===== config.mk =====
export PLATFORM = sky130hd
export DESIGN_NAME = alu_seq_flat
export DESIGN_NICKNAME = d
export VERILOG_FILES = /design/src/rtl/alu_seq_if.sv /design/src/rtl/alu_seq.sv /design/src/flat_wrapper.sv
export SDC_FILE = /design/constraint.sdc
export NUM_CORES = 1
export LEC_CHECK = 0
export ABC_AREA = 1
export CAP_MARGIN = 20
export CORE_MARGIN = 4
export CORE_UTILIZATION = 25
export CTS_CLUSTER_SIZE = 24
export DETAILED_ROUTE_END_ITERATION = 8
export PLACE_DENSITY = 0.45
export SETUP_SLACK_MARGIN = 0.2
export SLEW_MARGIN = 30
export SYNTH_ARGS = -nofsm -noshare
export SYNTH_HDL_FRONTEND = slang
export SYNTH_SLANG_ARGS = --single-unit

===== constraint.sdc =====
create_clock -name clk -period 1.5 [get_ports clk]
set_input_delay 0.45 -clock clk [delete_from_list [all_inputs] [get_ports clk]]
set_output_delay 0.45 -clock clk [all_outputs]
set_load 0.1 [all_outputs]

===== src/rtl/alu_seq_if.sv =====
// Request/response valid-ready channel pair for the sequential ALU.
// master drives requests and takes responses; slave is the ALU.
interface alu_seq_if #(
    parameter int WIDTH = 4
);
    logic             req_valid;
    logic             req_ready;
    logic [WIDTH-1:0] req_a;
    logic [WIDTH-1:0] req_b;
    logic [2:0]       req_op;
    logic             rsp_valid;
    logic             rsp_ready;
    logic [WIDTH-1:0] rsp_result;
    logic [WIDTH-1:0] rsp_hi;
    logic             rsp_carry;
    logic             rsp_zero;
    logic             rsp_err;

    modport master (
        output req_valid, req_a, req_b, req_op, rsp_ready,
        input  req_ready, rsp_valid, rsp_result, rsp_hi,
        input  rsp_carry, rsp_zero, rsp_err
    );

    modport slave (
        input  req_valid, req_a, req_b, req_op, rsp_ready,
        output req_ready, rsp_valid, rsp_result, rsp_hi,
        output rsp_carry, rsp_zero, rsp_err
    );
endinterface


===== src/rtl/alu_seq.sv =====
// Handshaked sequential ALU; one transaction in flight at a time.
// ALU_MUL_EN enables the shift-add multiplier for op 111.
module alu_seq #(
    parameter int WIDTH = 4
) (
    input logic      clk,
    input logic      rst_n,
    alu_seq_if.slave bus
);
    localparam int SW = $clog2(WIDTH);

`ifdef ALU_MUL_EN
    typedef enum logic [1:0] {
        S_IDLE,
        S_BUSY,
        S_DONE
    } state_t;
`else
    typedef enum logic {
        S_IDLE,
        S_DONE
    } state_t;
`endif

    state_t           r_state;
    logic             r_req_ready;
    logic             r_rsp_valid;
    logic [WIDTH-1:0] r_result;
    logic [WIDTH-1:0] r_hi;
    logic             r_carry;
    logic             r_zero;
    logic             r_err;

    logic             w_accept;
    logic [WIDTH:0]   w_sum;
    logic [WIDTH:0]   w_diff;
    logic [WIDTH-1:0] w_res;
    logic             w_carry;
    logic             w_err;

`ifdef ALU_MUL_EN
    logic [2*WIDTH-1:0] r_acc;
    logic [2*WIDTH-1:0] r_mcd;
    logic [WIDTH-1:0]   r_mpl;
    logic [SW-1:0]      r_cnt;
    logic [2*WIDTH-1:0] w_acc_nxt;

    assign w_acc_nxt = r_mpl[0] ? r_acc + r_mcd : r_acc;
`endif

    assign w_accept = bus.req_valid && r_req_ready;
    assign w_sum    = {1'b0, bus.req_a} + {1'b0, bus.req_b};
    assign w_diff   = {1'b0, bus.req_a} - {1'b0, bus.req_b};

    always_comb begin
        w_res   = '0;
        w_carry = 1'b0;
        w_err   = 1'b0;
        unique case (bus.req_op)
            3'b000: begin
                w_res   = w_sum[WIDTH-1:0];
                w_carry = w_sum[WIDTH];
            end
            3'b001: begin
                w_res   = w_diff[WIDTH-1:0];
                w_carry = w_diff[WIDTH];
            end
            3'b010: w_res = bus.req_a & bus.req_b;
            3'b011: w_res = bus.req_a | bus.req_b;
            3'b100: w_res = bus.req_a ^ bus.req_b;
            3'b101: w_res = ~bus.req_a;
            3'b110: w_res = bus.req_a << bus.req_b[SW-1:0];
            // only reaches a response directly when no multiplier is built
            3'b111: w_err = 1'b1;
        endcase
    end

    always_ff @(posedge clk or negedge rst_n) begin
        if (!rst_n) begin
            r_state     <= S_IDLE;
            r_req_ready <= 1'b1;
            r_rsp_valid <= 1'b0;
            r_result    <= '0;
            r_hi        <= '0;
            r_carry     <= 1'b0;
            r_zero      <= 1'b0;
            r_err       <= 1'b0;
`ifdef ALU_MUL_EN
            r_acc       <= '0;
            r_mcd       <= '0;
            r_mpl       <= '0;
            r_cnt       <= '0;
`endif
        end else begin
            unique case (r_state)
                S_IDLE: begin
                    if (w_accept) begin
                        r_req_ready <= 1'b0;
`ifdef ALU_MUL_EN
                        if (bus.req_op == 3'b111) begin
                            r_state <= S_BUSY;
                            r_acc   <= '0;
                            r_mcd   <= {{WIDTH{1'b0}}, bus.req_a};
                            r_mpl   <= bus.req_b;
                            r_cnt   <= '0;
                        end else
`endif
                        begin
                            r_state     <= S_DONE;
                            r_rsp_valid <= 1'b1;
                            r_result    <= w_res;
                            r_hi        <= '0;
                            r_carry     <= w_carry;
                            r_zero      <= (w_res == '0);
                            r_err       <= w_err;
                        end
                    end
                end
`ifdef ALU_MUL_EN
                S_BUSY: begin
                    r_acc <= w_acc_nxt;
                    r_mcd <= r_mcd << 1;
                    r_mpl <= r_mpl >> 1;
                    r_cnt <= r_cnt + 1'b1;
                    // last multiplier bit folds straight into the response
                    if (r_cnt == SW'(WIDTH - 1)) begin
                        r_state     <= S_DONE;
                        r_rsp_valid <= 1'b1;
                        r_result    <= w_acc_nxt[WIDTH-1:0];
                        r_hi        <= w_acc_nxt[2*WIDTH-1:WIDTH];
                        r_carry     <= 1'b0;
                        r_zero      <= (w_acc_nxt[WIDTH-1:0] == '0);
                        r_err       <= 1'b0;
                    end
                end
`endif
                S_DONE: begin
                    if (bus.rsp_ready) begin
                        r_state     <= S_IDLE;
                        r_rsp_valid <= 1'b0;
                        r_req_ready <= 1'b1;
                    end
                end
                default: r_state <= S_IDLE;
            endcase
        end
    end

    assign bus.req_ready  = r_req_ready;
    assign bus.rsp_valid  = r_rsp_valid;
    assign bus.rsp_result = r_result;
    assign bus.rsp_hi     = r_hi;
    assign bus.rsp_carry  = r_carry;
    assign bus.rsp_zero   = r_zero;
    assign bus.rsp_err    = r_err;
endmodule


===== src/flat_wrapper.sv =====
// flat-port wrapper written by rule: the top's interface ports become plain ports
module alu_seq_flat 
#(
    parameter int WIDTH = 4
)
  (clk, rst_n, bus_req_valid, bus_req_a, bus_req_b, bus_req_op, bus_rsp_ready, bus_req_ready, bus_rsp_valid, bus_rsp_result, bus_rsp_hi, bus_rsp_carry, bus_rsp_zero, bus_rsp_err);
  alu_seq_if #(.WIDTH(WIDTH)) bus_i ();
  input logic clk;
  input logic rst_n;
  input wire logic [$bits(bus_i.req_valid)-1:0] bus_req_valid;
  input wire logic [$bits(bus_i.req_a)-1:0] bus_req_a;
  input wire logic [$bits(bus_i.req_b)-1:0] bus_req_b;
  input wire logic [$bits(bus_i.req_op)-1:0] bus_req_op;
  input wire logic [$bits(bus_i.rsp_ready)-1:0] bus_rsp_ready;
  output wire logic [$bits(bus_i.req_ready)-1:0] bus_req_ready;
  output wire logic [$bits(bus_i.rsp_valid)-1:0] bus_rsp_valid;
  output wire logic [$bits(bus_i.rsp_result)-1:0] bus_rsp_result;
  output wire logic [$bits(bus_i.rsp_hi)-1:0] bus_rsp_hi;
  output wire logic [$bits(bus_i.rsp_carry)-1:0] bus_rsp_carry;
  output wire logic [$bits(bus_i.rsp_zero)-1:0] bus_rsp_zero;
  output wire logic [$bits(bus_i.rsp_err)-1:0] bus_rsp_err;
  assign bus_i.req_valid = bus_req_valid;
  assign bus_i.req_a = bus_req_a;
  assign bus_i.req_b = bus_req_b;
  assign bus_i.req_op = bus_req_op;
  assign bus_i.rsp_ready = bus_rsp_ready;
  assign bus_req_ready = bus_i.req_ready;
  assign bus_rsp_valid = bus_i.rsp_valid;
  assign bus_rsp_result = bus_i.rsp_result;
  assign bus_rsp_hi = bus_i.rsp_hi;
  assign bus_rsp_carry = bus_i.rsp_carry;
  assign bus_rsp_zero = bus_i.rsp_zero;
  assign bus_rsp_err = bus_i.rsp_err;
  alu_seq #(.WIDTH(WIDTH)) u_core (.clk(clk), .rst_n(rst_n), .bus(bus_i));
endmodule

==> results of run 1 <==
-- worst paths after layout --
check                                           from                  endpoint  slack [ns]  cells past startpoint
max in group asynchronous                      rst_n  u_core.bus.rsp_result[2]        0.63                      1
min in group clk                u_core.bus.rsp_carry      u_core.bus.rsp_carry        0.53                      2
worst min register to register  u_core.bus.rsp_carry      u_core.bus.rsp_carry        0.53                      2
worst max-delay path                    bus_req_a[0]       u_core.bus.rsp_zero       -0.17                     15
worst min-delay path                           rst_n       u_core.bus.rsp_zero        0.53                      1
worst max register to register  u_core.bus.req_ready       u_core.bus.rsp_zero        0.04                      9
-- worst max-delay path: stages --
cell and delay [ns]:
buf_8 0.10, buf_8 0.12, inv_12 0.04, ha_4 0.12
inv_4 0.03, fa_2 0.32, inv_1 0.06, nand2_1 0.04
nand2_1 0.06, o21ai_1 0.06, nor2_1 0.14, nand3_1 0.09
nor2_1 0.09, nand2_1 0.05, nand2_1 0.05
-- flip-flops by register name, indices dropped and copies added, names as in the netlist --
signal                 count
u_core.bus.req_ready       1
u_core.bus.rsp_result      4
u_core.r_state             1
u_core.bus.rsp_carry       1
u_core.bus.rsp_valid       1
u_core.bus.rsp_zero        1
u_core.bus.rsp_err         1
-- where the power goes --
| part | total (mW) | switching [mW] | internal (mW) | leakage [nW] |
|---|---|---|---|---|
| registers | 0.583 | 0.152 | 0.432 | 0.115 |
| clock network | 0.337 | 0.106 | 0.231 | 0.0288 |
| logic | 2.17 | 1.30 | 0.862 | 0.942 |
| total | 3.09 | 1.56 | 1.52 | 1.09 |
-- synth_stat cells, drive strengths merged --
master / count
dfstp: 1
a31oi: 1
o211ai: 1
o21bai: 1
a21oi: 4
nor3: 2
fa: 2
nand2: 47
dfrtp: 9
o21ai: 7
xor2: 1
nand3: 21
nor2: 24
conb: 1
buf: 6
nand3b: 1
o31ai: 2
inv: 28
ha: 13
o21a: 1
-- routing by layer --
metal | track usage (%) | up-vias
li1 | - | 685
met1 | 14.9 | 603
met2 | 24.9 | 22
met3 | 1.45 | 8
met4 | 5.05 | 0
met5 | 0 | -
-- area by class of cell --
type / count / area (um^2) / share of cell area (%)
Multi-Input combinational cell: 132 / 956 / 42.5
Sequential cell: 10 / 264 / 11.7
Tap cell: 52 / 65.1 / 2.89
Inverter: 28 / 143 / 6.34
Clock buffer: 4 / 55.1 / 2.45
Timing Repair Buffer: 74 / 768 / 34.1
-- what timing repair did --
action	CTS	global route
setup buffers	8	6
pin swaps	27	19
endpoints found under the setup margin	8	9
gates resized for setup	95	28
endpoints found under the hold margin	0	0
-- kinds of logic (layout without fill, tap and decap cells) --
| family | after synthesis | count (layout) | share of synthesized area [%] |
|---|---|---|---|
| fa+ha+maj | 15 | 15 | 17.8 |
| buf+inv | 34 | 106 | 13.8 |
| simple gates | 95 | 95 | 36.6 |
| other cells | 1 | 4 | 0.329 |
| compound gates | 17 | 17 | 8.67 |
| xor+xnor | 1 | 1 | 0.769 |
| flops | 10 | 10 | 22.1 |
==> summary.txt, run 1 <==
Clock Sinks: 10
Initial Util: 26.0%
Total CTS buffers: 3
WP data required: 1.68 ns
Worst-path fanout max: 3
# setup viols final: 5
Cts hold-fix bufs: 0
Clock period minus worst slack: 1.67 ns
Period Utilization, post-route: 111%
CP endpoint kind: register
Synth Instances: 173
Commonest non-fill, non-tap cell in the layout: nand2_1
Fin worst setup slack: -0.167 ns
Placed Instances: 282
Die ar.: 5700 um^2
Synth Cell Area: 1140 um^2
Worst min path class: in2async
Layout cell share with drive strength beyond 1: 57.3%
Area grow syn2layout: 97.5%
Hold slack: 0.525 ns
Most frequent cells in the layout: 38 x nand2_1, 35 x buf_4, 15 x nand3_1, 15 x buf_6, 13 x nor2_1
DPL Wire Length: 2.83 mm
Fin. max-slew vios: 0
Total core area: 4380 um^2
RSZ-0062 raised after global routing: yes
DR vias/cell: 4.39
Fin Setup TNS: -0.515 ns
Fin area: 2250 um^2
CP Class: in2reg
Mapped Avg Cell Area: 6.59 um^2
Yosys warning count: 0
Die H: 75.5 um
Synth area leaders: dfrtp_1 20%, nand2_1 14%, ha_1 14%, nand3_1 8.8%, inv_1 8.2%
CP startpoint kind: input pin
Seq/Total Area, Yosys: 22.1%
Fillers: 440
Max_cap viols: 0
Vias in the first global route: 1342
IO buf count: 23
Highest clock rate: 600 MHz
N_diodes: 0
First-pass GRT wire length: 5.84 mm
Utilization after layout: 51.3%
Yosys top cell area share: 19.8%
Post-Route WL: 3.55 mm
Clk_lat worst skew: 0.24 ns
Initial antenna violation count: 0
Row Count: 24
Pwr dens: 1370 nW/um^2
Routed via count: 1318
Top Layer Used: met4
GRT Overall Usage: 13.1%
Max rail drop VDD: 764 uV
Endpoints failing hold: 0
Place WS: -0.936 ns
Placement Cell Area: 1830 um^2
ANT nets after route: 0
Met3 wire len: 120 um
Cell accounting for the most synthesized area: dfrtp_1
Overall power: 3.09 mW
Pre-antenna DRT Iters: 4
#FFs+latches synth: 10
Top-Level Pins: 28
Clk_skew: 0.00388 ns
DRT iter0 DRCs: 38
DRC: 0
Clk buf depth: 2
Root Buffer: clkbuf_8
Final nets: 279
Congestion Overflow GR: 0
Met2 wire length: 1.91 mm
P_leak: 1.09 nW
Post-Layout Cell Count: 300
Largest net degree at the start of global routing: 11
Die Wd: 75.5 um
Yosys cell types: 27
H-tree depth: 1
CTS tree: done
Failing checks: setup timing
Worst-path clk slew: 0.05 ns
Worst Path Arrival: 1.84 ns
Placer congestion estimate: 0.854
Routed length per placed instance: 11.8 um
DRT met1 WL: 1.45 mm
Status: complete, but fails checks
No activity file was read; power rests on OpenSTA's default activity.
==> inputs of run 2 (changes only) <==
- GPL_TIMING_DRIVEN: not set -> 0
- HOLD_SLACK_MARGIN: not set -> 0.03
==> summary.txt, run 2 (synthesis gave the netlist of run 1 again) <==
Clk_skew: 0.00106 ns (was 0.00388 ns)
GRT Overall Usage: 11.6% (was 13.1%)
CP startpoint: bus_req_a[0] (unchanged)
CP endpoint kind: register (unchanged)
Fin worst setup slack: -0.107 ns (was -0.167 ns)
Top-Level Pins: 28 (unchanged)
Congestion Overflow GR: 0 (unchanged)
Sw Pwr: 1.47 mW (was 1.56 mW)
Met3 wire len: 146 um (was 120 um)
WP data required: 1.68 ns (about the same)
P_int: 1.27 mW (was 1.52 mW)
Pwr dens: 1480 nW/um^2 (was 1370 nW/um^2)
Routed length per placed instance: 11.5 um (was 11.8 um)
Cts hold-fix bufs: 0 (unchanged)
Top Layer Used: met4 (unchanged)
Cell depth of the worst flop-to-flop path: 9 (unchanged)
DRT iter0 DRCs: 25 (was 38)
CTS tree: done (unchanged)
Max_cap viols: 0 (unchanged)
Worst Hold End: u_core.bus.rsp_result[3]
Root Buffer: clkbuf_8 (unchanged)
Final nets: 247 (was 279)
ANT nets after route: 0 (unchanged)
Area grow syn2layout: 62.3% (was 97.5%)
Post-Route WL: 3.08 mm (was 3.55 mm)
CP startpoint kind: input pin (unchanged)
H-tree depth: 1 (unchanged)
P_leak: 0.902 nW (was 1.09 nW)
Most frequent cells in the layout: 38 x nand2_1, 18 x buf_4, 17 x nor2_1 (was 38 x nand2_1, 35 x buf_4, 15 x nand3_1, 15 x buf_6, 13 x nor2_1)
Utilization after layout: 42.2% (was 51.3%)
Worst-path clk slew: 0.05 ns (about the same)
Endpoints failing hold: 0 (unchanged)
Die H: 75.5 um (unchanged)
Sequential Power Share: 19.9% (was 18.9%)
Place WS: -1.08 ns (was -0.936 ns)
First-pass GRT wire length: 5.16 mm (was 5.84 mm)
Commonest non-fill, non-tap cell in the layout: nand2_1 (unchanged)
Highest clock rate: 622 MHz (was 600 MHz)
Die ar.: 5700 um^2 (unchanged)
Total core area: 4380 um^2 (unchanged)
Switching Share: 53.6% (was 50.6%)
IO buf count: 21 (was 23)
Hold Startpoint: u_core.bus.rsp_result[3]
N_diodes: 0 (unchanged)
Layout cell share with drive strength beyond 1: 46.8% (was 57.3%)
DRC: 0 (unchanged)
Combinational power share: 67.9% (was 70.2%)
R2R setup slack: 0.06 ns (was 0.04 ns)
Period Utilization, post-route: 107% (was 111%)
Fillers: 444 (was 440)
Pre-antenna DRT Iters: 4 (unchanged)
Largest net degree at the start of global routing: 11 (unchanged)
Vias in the first global route: 1157 (was 1342)
Clock period minus worst slack: 1.61 ns (was 1.67 ns)
DPL Wire Length: 2.43 mm (was 2.83 mm)
Fin area: 1850 um^2 (was 2250 um^2)
Routed via count: 1167 (was 1318)
Reg2reg start: u_core.bus.req_ready (unchanged)
# setup viols final: 2 (was 5)
Clock network fraction of total power: 12.3% (was 10.9%)
Placer congestion estimate: 0.891 (was 0.854)
RSZ-0062 raised after global routing: yes (unchanged)
Total CTS buffers: 3 (unchanged)
Fin Setup TNS: -0.172 ns (was -0.515 ns)
Max rail drop VDD: 581 uV (was 764 uV)
Max FFs per register: 4 (unchanged)
Placement Cell Area: 1490 um^2 (was 1830 um^2)
CP Class: in2reg (unchanged)
Worst Path Arrival: 1.78 ns (was 1.84 ns)
Initial antenna violation count: 0 (unchanged)
DR vias/cell: 4.35 (was 4.39)
DRT met1 WL: 1.30 mm (was 1.45 mm)
Reg2reg end: u_core.bus.rsp_zero (unchanged)
Hold Path Stages: 2
Die Wd: 75.5 um (unchanged)
Met2 wire length: 1.56 mm (was 1.91 mm)
Failing checks: setup timing (unchanged)
Worst-path fanout max: 4 (was 3)
Clock Sinks: 10 (unchanged)
Row Count: 24 (unchanged)
Fin. max-slew vios: 0 (unchanged)
Status: complete, but fails checks (unchanged)
Clk buf depth: 2 (unchanged)
Initial Util: 26.0% (unchanged)
Worst min path class: reg2reg (was in2async)
Clk_lat worst skew: 0.23 ns (was 0.24 ns)
-- run 2: power groups by stage --
stage / combinational, mW / sequential [mW] / clock, mW
after floorplan: 0.382 / 1.33 / 0
after global placement: 1.55 / 0.510 / 0
after detailed placement: 1.55 / 0.518 / 0
after CTS: 1.75 / 0.535 / 0.348
after global routing: 1.97 / 0.565 / 0.364
final: 1.86 / 0.543 / 0.337
-- run 2: layer usage --
layer | GRT usage [%] | vias to the layer above
li1 | - | 620
met1 | 14.8 | 515
met2 | 19.5 | 24
met3 | 1.72 | 8
met5 | 0 | -
met4 | 5.05 | 0
-- run 2: final cells by class --
type | instances | area [um^2] | area share (%)
well taps | 52 | 65.1 | 3.52
multi-input cells | 132 | 907 | 49.0
repair buffers | 36 | 377 | 20.4
flip-flops and latches | 10 | 264 | 14.3
clock buffers | 4 | 55.1 | 2.97
inverters | 28 | 130 | 7.03
plain buffers | 6 | 52.6 | 2.84
-- run 2: repair_timing --
item	4_1_cts	5_1_grt
resized for setup	129	31
buffers inserted	8	7
pin swaps	11	26
endpoints found under the setup margin	17	12
-- run 2: through the flow --
step                      hold WS [ns]  power [mW]  cells
final                            0.497        2.74    268
after global routing             0.513        2.89    268
after CTS                        0.512        2.64    261
after detailed placement         0.482        2.07    249
after global placement           0.475        2.06    249
after floorplan                  0.154        1.71    176
-- run 2: worst max path at each step --
| stage | end | slack, ns |
|---|---|---|
| after floorplan | u_core.bus.rsp_zero | -0.15 |
| after global placement | u_core.bus.rsp_zero | -1.08 |
| after detailed placement | u_core.bus.rsp_zero | -1.08 |
| after CTS | u_core.bus.rsp_zero | -0.16 |
| after global routing | u_core.bus.rsp_zero | -0.27 |
| final | u_core.bus.rsp_zero | -0.11 |
-- run 2: critical path, stage by stage --
cell,delay [ns]
buf_12,0.10
ha_4,0.13
inv_2,0.04
fa_2,0.50
nand3b_1,0.09
nand2_1,0.05
nor2_1,0.09
nand3_1,0.11
nor2_1,0.11
nand2_1,0.06
nand2_1,0.05
